===== src/rtl/fdiv_driver.sv =====
// fdiv_driver: feeds operand pairs from a host valid/ready stream to a
// half-precision divider over its a/b/z stb-ack channels, returns the
// quotient to the host, and recovers a hung divider with a per-phase timeout.
//
// state    | meaning
// ---------+--------------------------------------------------------------
// S_IDLE   | ready for a host operand pair
// S_SEND_A | presenting dividend on input_a with input_a_stb
// S_SEND_B | presenting divisor on input_b with input_b_stb
// S_WAIT_Z | acknowledging the divider's quotient on output_z
// S_RESULT | holding res_z/res_timeout valid until the host takes them
module fdiv_driver #(
  parameter int               WIDTH     = 16,
  parameter int               TIMEOUT   = 255,
  parameter logic [WIDTH-1:0] NAN_VALUE = WIDTH'(16'h7e00)
) (
  input  logic             clk,
  input  logic             rst,
  input  logic [WIDTH-1:0] op_a,
  input  logic [WIDTH-1:0] op_b,
  input  logic             op_valid,
  output logic             op_ready,
  output logic [WIDTH-1:0] res_z,
  output logic             res_timeout,
  output logic             res_valid,
  input  logic             res_ready,
  output logic             div_rst,
  output logic [WIDTH-1:0] input_a,
  output logic             input_a_stb,
  input  logic             input_a_ack,
  output logic [WIDTH-1:0] input_b,
  output logic             input_b_stb,
  input  logic             input_b_ack,
  input  logic [WIDTH-1:0] output_z,
  input  logic             output_z_stb,
  output logic             output_z_ack,
  output logic [15:0]      done_count
);

  typedef enum logic [2:0] {
    S_IDLE,
    S_SEND_A,
    S_SEND_B,
    S_WAIT_Z,
    S_RESULT
  } state_t;

  // Last phase-counter value before a phase without a transfer is abandoned.
  localparam logic [15:0] CNT_LAST = 16'(TIMEOUT - 1);

  state_t           state_q, state_d;
  logic [15:0]      cnt_q, cnt_d;
  logic [WIDTH-1:0] a_q, a_d;
  logic [WIDTH-1:0] b_q, b_d;
  logic [WIDTH-1:0] res_z_q, res_z_d;
  logic             res_timeout_q, res_timeout_d;
  logic [15:0]      done_count_q, done_count_d;
  logic             op_ready_q, op_ready_d;
  logic             res_valid_q, res_valid_d;
  logic             div_rst_q, div_rst_d;
  logic             a_stb_q, a_stb_d;
  logic             b_stb_q, b_stb_d;
  logic             z_ack_q, z_ack_d;
  logic             abort;

  // Next-state, phase timer and next values of every registered output.
  always_comb begin
    state_d       = state_q;
    cnt_d         = cnt_q;
    a_d           = a_q;
    b_d           = b_q;
    res_z_d       = res_z_q;
    res_timeout_d = res_timeout_q;
    done_count_d  = done_count_q;
    div_rst_d     = 1'b0;
    abort         = 1'b0;

    case (state_q)
      S_IDLE: begin
        if (op_valid && op_ready_q) begin
          a_d     = op_a;
          b_d     = op_b;
          cnt_d   = '0;
          state_d = S_SEND_A;
        end
      end
      S_SEND_A: begin
        if (a_stb_q && input_a_ack) begin
          cnt_d   = '0;
          state_d = S_SEND_B;
        end else if (cnt_q == CNT_LAST) begin
          abort = 1'b1;
        end else begin
          cnt_d = cnt_q + 16'd1;
        end
      end
      S_SEND_B: begin
        if (b_stb_q && input_b_ack) begin
          cnt_d   = '0;
          state_d = S_WAIT_Z;
        end else if (cnt_q == CNT_LAST) begin
          abort = 1'b1;
        end else begin
          cnt_d = cnt_q + 16'd1;
        end
      end
      S_WAIT_Z: begin
        if (z_ack_q && output_z_stb) begin
          res_z_d       = output_z;
          res_timeout_d = 1'b0;
          state_d       = S_RESULT;
        end else if (cnt_q == CNT_LAST) begin
          abort = 1'b1;
        end else begin
          cnt_d = cnt_q + 16'd1;
        end
      end
      S_RESULT: begin
        if (res_ready) begin
          done_count_d = done_count_q + 16'd1;
          state_d      = S_IDLE;
        end
      end
      default: state_d = S_IDLE;
    endcase

    // A transfer in the final counted cycle takes the branches above, so
    // abort only fires when the phase really ran out.
    if (abort) begin
      state_d       = S_RESULT;
      res_z_d       = NAN_VALUE;
      res_timeout_d = 1'b1;
      div_rst_d     = 1'b1;
    end

    // Handshake outputs follow the state being entered, so they are
    // registered and line up with the state they belong to.
    op_ready_d  = (state_d == S_IDLE);
    a_stb_d     = (state_d == S_SEND_A);
    b_stb_d     = (state_d == S_SEND_B);
    z_ack_d     = (state_d == S_WAIT_Z);
    res_valid_d = (state_d == S_RESULT);
  end

  // State and output registers with synchronous reset.
  always_ff @(posedge clk) begin
    if (rst) begin
      state_q       <= S_IDLE;
      cnt_q         <= '0;
      a_q           <= '0;
      b_q           <= '0;
      res_z_q       <= '0;
      res_timeout_q <= 1'b0;
      done_count_q  <= '0;
      op_ready_q    <= 1'b1;
      res_valid_q   <= 1'b0;
      div_rst_q     <= 1'b0;
      a_stb_q       <= 1'b0;
      b_stb_q       <= 1'b0;
      z_ack_q       <= 1'b0;
    end else begin
      state_q       <= state_d;
      cnt_q         <= cnt_d;
      a_q           <= a_d;
      b_q           <= b_d;
      res_z_q       <= res_z_d;
      res_timeout_q <= res_timeout_d;
      done_count_q  <= done_count_d;
      op_ready_q    <= op_ready_d;
      res_valid_q   <= res_valid_d;
      div_rst_q     <= div_rst_d;
      a_stb_q       <= a_stb_d;
      b_stb_q       <= b_stb_d;
      z_ack_q       <= z_ack_d;
    end
  end

  assign op_ready     = op_ready_q;
  assign res_z        = res_z_q;
  assign res_timeout  = res_timeout_q;
  assign res_valid    = res_valid_q;
  assign div_rst      = div_rst_q;
  assign input_a      = a_q;
  assign input_a_stb  = a_stb_q;
  assign input_b      = b_q;
  assign input_b_stb  = b_stb_q;
  assign output_z_ack = z_ack_q;
  assign done_count   = done_count_q;

endmodule

===== config.mk =====
export PLATFORM = sky130hd
export DESIGN_NAME = fdiv_driver
export DESIGN_NICKNAME = d
export VERILOG_FILES = /design/src/rtl/fdiv_driver.sv
export SDC_FILE = /design/constraint.sdc
export NUM_CORES = 1
export LEC_CHECK = 0
export ABC_CLOCK_PERIOD_IN_PS = 2300
export CELL_PAD_IN_SITES_DETAIL_PLACEMENT = 1
export CELL_PAD_IN_SITES_GLOBAL_PLACEMENT = 1
export CORE_MARGIN = 3
export CORE_UTILIZATION = 32
export DETAILED_ROUTE_END_ITERATION = 6
export PLACE_DENSITY_LB_ADDON = 0.1
export SLEW_MARGIN = 20
export SYNTH_ARGS = -nofsm -noshare
export SYNTH_HDL_FRONTEND = slang
export SYNTH_SLANG_ARGS = --single-unit

===== constraint.sdc =====
create_clock -name clk -period 2.3 [get_ports clk]
set_input_delay 0.345 -clock clk [delete_from_list [all_inputs] [get_ports clk]]
set_output_delay 0.345 -clock clk [all_outputs]
set_load 0.02 [all_outputs]

# Yosys cells after proc, flatten, opt, wreduce, memory -nomap -nowiden
# Cells that the tools add are included.
[op_classes]
n_eq_ne = 11
add_sub_neg = 2
n_mux = 25
reduce_logical = 15
[ops]
columns = ["op", "n"]
rows = [
  ["$mux 16", 5],
  ["$pmux 16 s4", 1],
  ["$mux 15", 3],
  ["$add 16x1->16 const B", 2],
  ["$mux 3", 6],
  ["$eq 16x8->1 const B", 1],
  ["$pmux 3 s5", 1],
  ["$eq 3x2->1 const B", 4],
  ["$mux 1", 8],
  ["$reduce_and 2->1", 4],
  ["$eq 3x1->1 const B", 2],
  ["$eq 3x3->1 const B", 2],
  ["$logic_not 3->1", 2],
  ["$logic_and 1x1->1", 4],
  ["$ne 2x2->1 const B", 2],
  ["$reduce_bool 2->1", 2],
  ["$reduce_bool 4->1", 1],
  ["$pmux 1 s3", 1],
  ["$reduce_and 3->1", 1],
  ["$reduce_or 2->1", 1],
]
[word_totals]
reg_bits = 90
elab_cells = 67
input_bits = 55
output_inout_bits = 71

# Logic depth before layout (Yosys ltp)
[depth]
word_depth = 6
depth_mapped = 9
depth_no_buf = 7

# Worst setup path after synthesis
# OpenSTA, ideal clock, no wires.
[synth_timing]
path_kind = "reg-to-reg"
start = "register cnt_q[0]"
end = "register cnt_q[10]"
t_required_ps = 2230
path_buffers = 0
stages_incl_launch_ff = 8
arrival_ps = 1619
setup_ps = 70
synth_period_minus_slack_ps = 1689
slack_ps = 611
path_cell_list = "dfxtp_1 > inv_1 > ha_1 > nor2b_1 > nand4_1 > nor2_1 > or4_1 > a21oi_1"
[synth_between]
elab_chain_cells = 4
word_cells_on_any_way = 7
cone_classes = "add/sub (1); eq/ne (1); mux (5)"
[synth_rtl]
columns = ["item", "line_no", "text"]
rows = [
  ["from (decl)", "52", "logic [15:0] cnt_q, cnt_d;"],
  ["from (signal assigned)", "163", "cnt_q <= cnt_d;"],
  ["$add 16x1->16 or $eq 16x8->1 (tied branches)", "n/a", ""],
  ["$mux 16 (*)", "91, 101, 112", ""],
  ["$mux 16 (on tied branches)", "108, 88, 98", ""],
  ["$pmux 16 s4 (*)", "78", "case (state_q)"],
]
# Mark *: on every way between the ends. The rest lies on a longest branch, timed or not. The select of a mux whose other input is x is not followed.
# A chain may end at the register's enable or synchronous reset.

# Worst setup path in the final report
[layout_timing]
start = "register state_q[1]"
end = "register b_stb_q (netlist: input_b_stb)"
[layout_between]
elab_chain_cells = 4
word_cells_on_any_way = 14
cone_classes = "eq/ne (5); mux (8); reduce/logical (1)"
[layout_rtl]
columns = ["item", "line_no", "text"]
rows = [
  ["from (decl)", "51", "state_t state_q, state_d;"],
  ["from (signal assigned)", "162", "state_q <= state_d;"],
  ["$eq 3x3->1 (tied with other cells)", "78", ""],
  ["$pmux 3 s5 or $pmux 1 s3 (tied branches)", "78", ""],
  ["$mux 3 (*)", "129", "if (abort) begin"],
  ["$eq 3x2->1 (*)", "140", "b_stb_d = (state_d == S_SEND_B);"],
  ["to (signal assigned)", "173", "b_stb_q <= b_stb_d;"],
  ["to (decl)", "62", "logic b_stb_q, b_stb_d;"],
]
# Mark *: on every way between the ends. The rest lies on a longest branch, timed or not.

==> impl_metrics.json <==
{
  "status": "complete, no violations",
  "cp_max_fo": 15,
  "worst_skew_pair.late_latency_ns": 0.34,
  "fin_crit_ns": 1.927,
  "cts_setup_buffers": 0,
  "fin_tns_setup_ns": 0,
  "cts_sinks": 90,
  "drt_pre_antenna_iters": 4,
  "die_y_um": 112.8,
  "drt-initial-drc-count": 118,
  "antenna_found_initial": 0,
  "synth_edf_count": 0,
  "drc": 0,
  "pin_count": 126,
  "crit_path_end_kind": "register",
  "tightest_slew_ns": 0.5339,
  "via_count": 3555,
  "max_slew_margin": 0.6403,
  "async_flop_share": 0,
  "critical_path.top_delay_family": "compound AO/OA/AOI/OAI gates",
  "syn_area_um2": 3651,
  "cp_common_cell": "a211o_1",
  "p_per_area_nw_per_um2": 689.5,
  "crit_path_max_incr_delay_ns": 0.58,
  "syn-mean-instance-area_um2": 8.186,
  "diodes": 0,
  "cp_data_arrival_time_ns": 2.14,
  "gp_congestion": 0.8004,
  "viasPerCell": 4.965,
  "grt.overflow.total": 0,
  "die_area_um2": 12730,
  "grt_start_max_net_pins": 37,
  "slew_violations": 0,
  "io_buffers": 125,
  "track_usage": 0.1782,
  "critPathKind": "register to register",
  "synthFlopType": "dfxtp_1",
  "top_usage_layer": "met2",
  "wl_per_cell_um": 15.56,
  "worstPathRequired_ns": 2.51,
  "layout_commonest_cell": "clkdlybuf4s50_1",
  "cts-htree-levels": 3,
  "drt_wl_total_um": 11140,
  "initial_core_util": 0.3324,
  "grt.met2_usage": 0.2773,
  "place_ws_ns": 0.1577,
  "numCtsBuffers": 9,
  "die_w_um": 112.8,
  "ant_nets": 0,
  "post_cts_resized": 0,
  "final_cell_mix": "124 x clkdlybuf4s50_1, 119 x nand2_1, 90 x dfxtp_1",
  "ys_warn_count": 0,
  "fin_worst_skew_ns": 0.005935,
  "core_um2": 10980,
  "fp-row-count": 38,
  "postCtsHoldBufs": 0,
  "finalCritPeriodShare": 0.8378,
  "finalSetupViolations": 0,
  "fin_ws_ns": 0.3730,
  "finalHoldViolations": 0,
  "cp_num_buf_inv": 0,
  "ir_drop_mv": 0.3325,
  "syn-num-nets": 504,
  "ys_seq_elements": 90,
  "yosysSeqAreaShare": 0.4935,
  "crit_chain": "nand2b_1, a211o_1, a211o_1, nand2_2, nor3_1",
  "cts-root-buf": "clkbuf_16",
  "synth_cell_type_count": 48,
  "rsz0062_at_grt": "false",
  "hold_class": "input port to register",
  "n_fill_cell": 1337,
  "final_nets": 629,
  "cap_violations": 0,
  "clock.fmax_mhz": 518.9,
  "critPathSlowestCell": "dfxtp_1",
  "drive_gt1_frac": 0.05903,
  "grt_util_met1": 0.2293,
  "grtUsageMet3": 0.05294,
  "cts.clk_slew.worst_paths_ns": 0.06,
  "start_kind": "register",
  "grt_pass1_vias": 3646,
  "area_growth_pct": 46.92,
  "clockBufferDepth": 2,
  "hpwl_um": 8097,
  "cts_tree": "done",
  "p_leak_uw": 0.001883,
  "grt_pass1_wl_um": 18320,
  "syn_inst": 446
}
[worst reg2reg max path, cell delays in order, from the launching register on]
cell and delay [ns]:
dfxtp_1 0.58, nand2b_1 0.15, a211o_1 0.35, a211o_1 0.35
nand2_2 0.27, nor3_1 0.10
[Yosys cell counts, types with 2 or more instances]
master	number	share of area
nand2_1	119	0.12
dfxtp_1	90	0.49
a21oi_1	55	0.075
nor2_1	28	0.029
clkbuf_1	14	0.014
nand3_1	14	0.019
a31oi_1	13	0.022
xor2_1	12	0.029
o21ai_0	9	0.012
buf_2	8	0.011
inv_1	7	0.0072
and3_1	6	0.010
nand4_1	6	0.010
and4_1	5	0.012
a41oi_1	4	0.0096
nor3_1	4	0.0055
a211o_1	3	0.0072
a311oi_1	3	0.0072
ha_1	3	0.010
nor2b_1	3	0.0051
o31ai_1	3	0.0062
or3_1	3	0.0051
xnor2_1	3	0.0072
buf_4	2	0.0041
nand2b_1	2	0.0034
nor3b_1	2	0.0041
o211ai_1	2	0.0041
o22ai_1	2	0.0034
or4_1	2	0.0041
[stage by stage]
step | std cells | instance area (µm²) | power (µW) | utilization | hold slack (ns)
2_1_floorplan | 446 | 3651 | 1966 | - | 0.4623
3_3_place_gp | 700 | 5065 | 2226 | 0.4612 | 0.4418
3_5_place_dp | 700 | 5065 | 2242 | 0.4612 | 0.4494
4_1_cts | 716 | 5364 | 3750 | 0.4884 | 0.3852
5_1_grt | 716 | 5364 | 3864 | 0.4884 | 0.4517
6_report | 716 | 5364 | 3698 | 0.4884 | 0.3852
[worst paths after layout]
kind	from	to	slack (ns)	cells after the start
max reg2reg	state_q[1]$_SDFF_PP0_	input_b_stb$_SDFF_PP0_	0.37	5
max	state_q[1]$_SDFF_PP0_	input_b_stb$_SDFF_PP0_	0.37	5
min	rst	op_ready$_SDFF_PP1_	0.39	3
min reg2reg	input_b[5]$_SDFFE_PP0P_	input_b[5]$_SDFFE_PP0P_	0.46	2
[routing by layer]
| metal | wire length [µm] | vias to the layer above |
|---|---|---|
| li1 | - | 1784 |
| met1 | 5156 | 1676 |
| met2 | 5133 | 83 |
| met3 | 655 | 12 |
| met4 | 195 | 0 |
| met5 | 0 | - |
[final cells by class]
cell class,count,area [µm²],area share
clock buffer,14,264.0,0.04922
clock inverter,2,35.03,0.006531
inverter,7,26.28,0.004899
multi-input combinational,324,1710,0.3189
sequential,90,1802,0.3359
tap,140,175.2,0.03266
timing repair buffer,139,1351,0.2519
[state kept, by name (all words and copies together) (netlist names)]
| signal | count |
|---|---|
| res_timeout | 1 |
| div_rst | 1 |
| op_ready | 1 |
| input_b_stb | 1 |
| res_valid | 1 |
| input_b | 16 |
| res_z | 16 |
| done_count | 16 |
| cnt_q | 16 |
| state_q | 3 |
| output_z_ack | 1 |
| input_a_stb | 1 |
| input_a | 16 |
[report_power, final]
| part | switching, µW | leakage (µW) | internal [µW] | total, µW |
|---|---|---|---|---|
| combinational | 278 | 0.00101 | 254 | 532 |
| sequential | 47.3 | 0.000730 | 1620 | 1670 |
| clock | 595 | 0.000147 | 901 | 1500 |
[cells by family (layout without fill, tap and decap cells)]
logic type                 Yosys count  after routing  synth area share
buffers and inverters               32            162           0.03975
and+or+nand+nor                    202            202            0.2471
AOI/OAI and AO/OA                  103            103            0.1707
DFF                                 90             90            0.4935
adders and majority gates            3              3           0.01028
xor gates and xnor gates            15             15           0.03598
muxes                                1              1          0.002742
No activity file was read; power rests on OpenSTA's default activity.
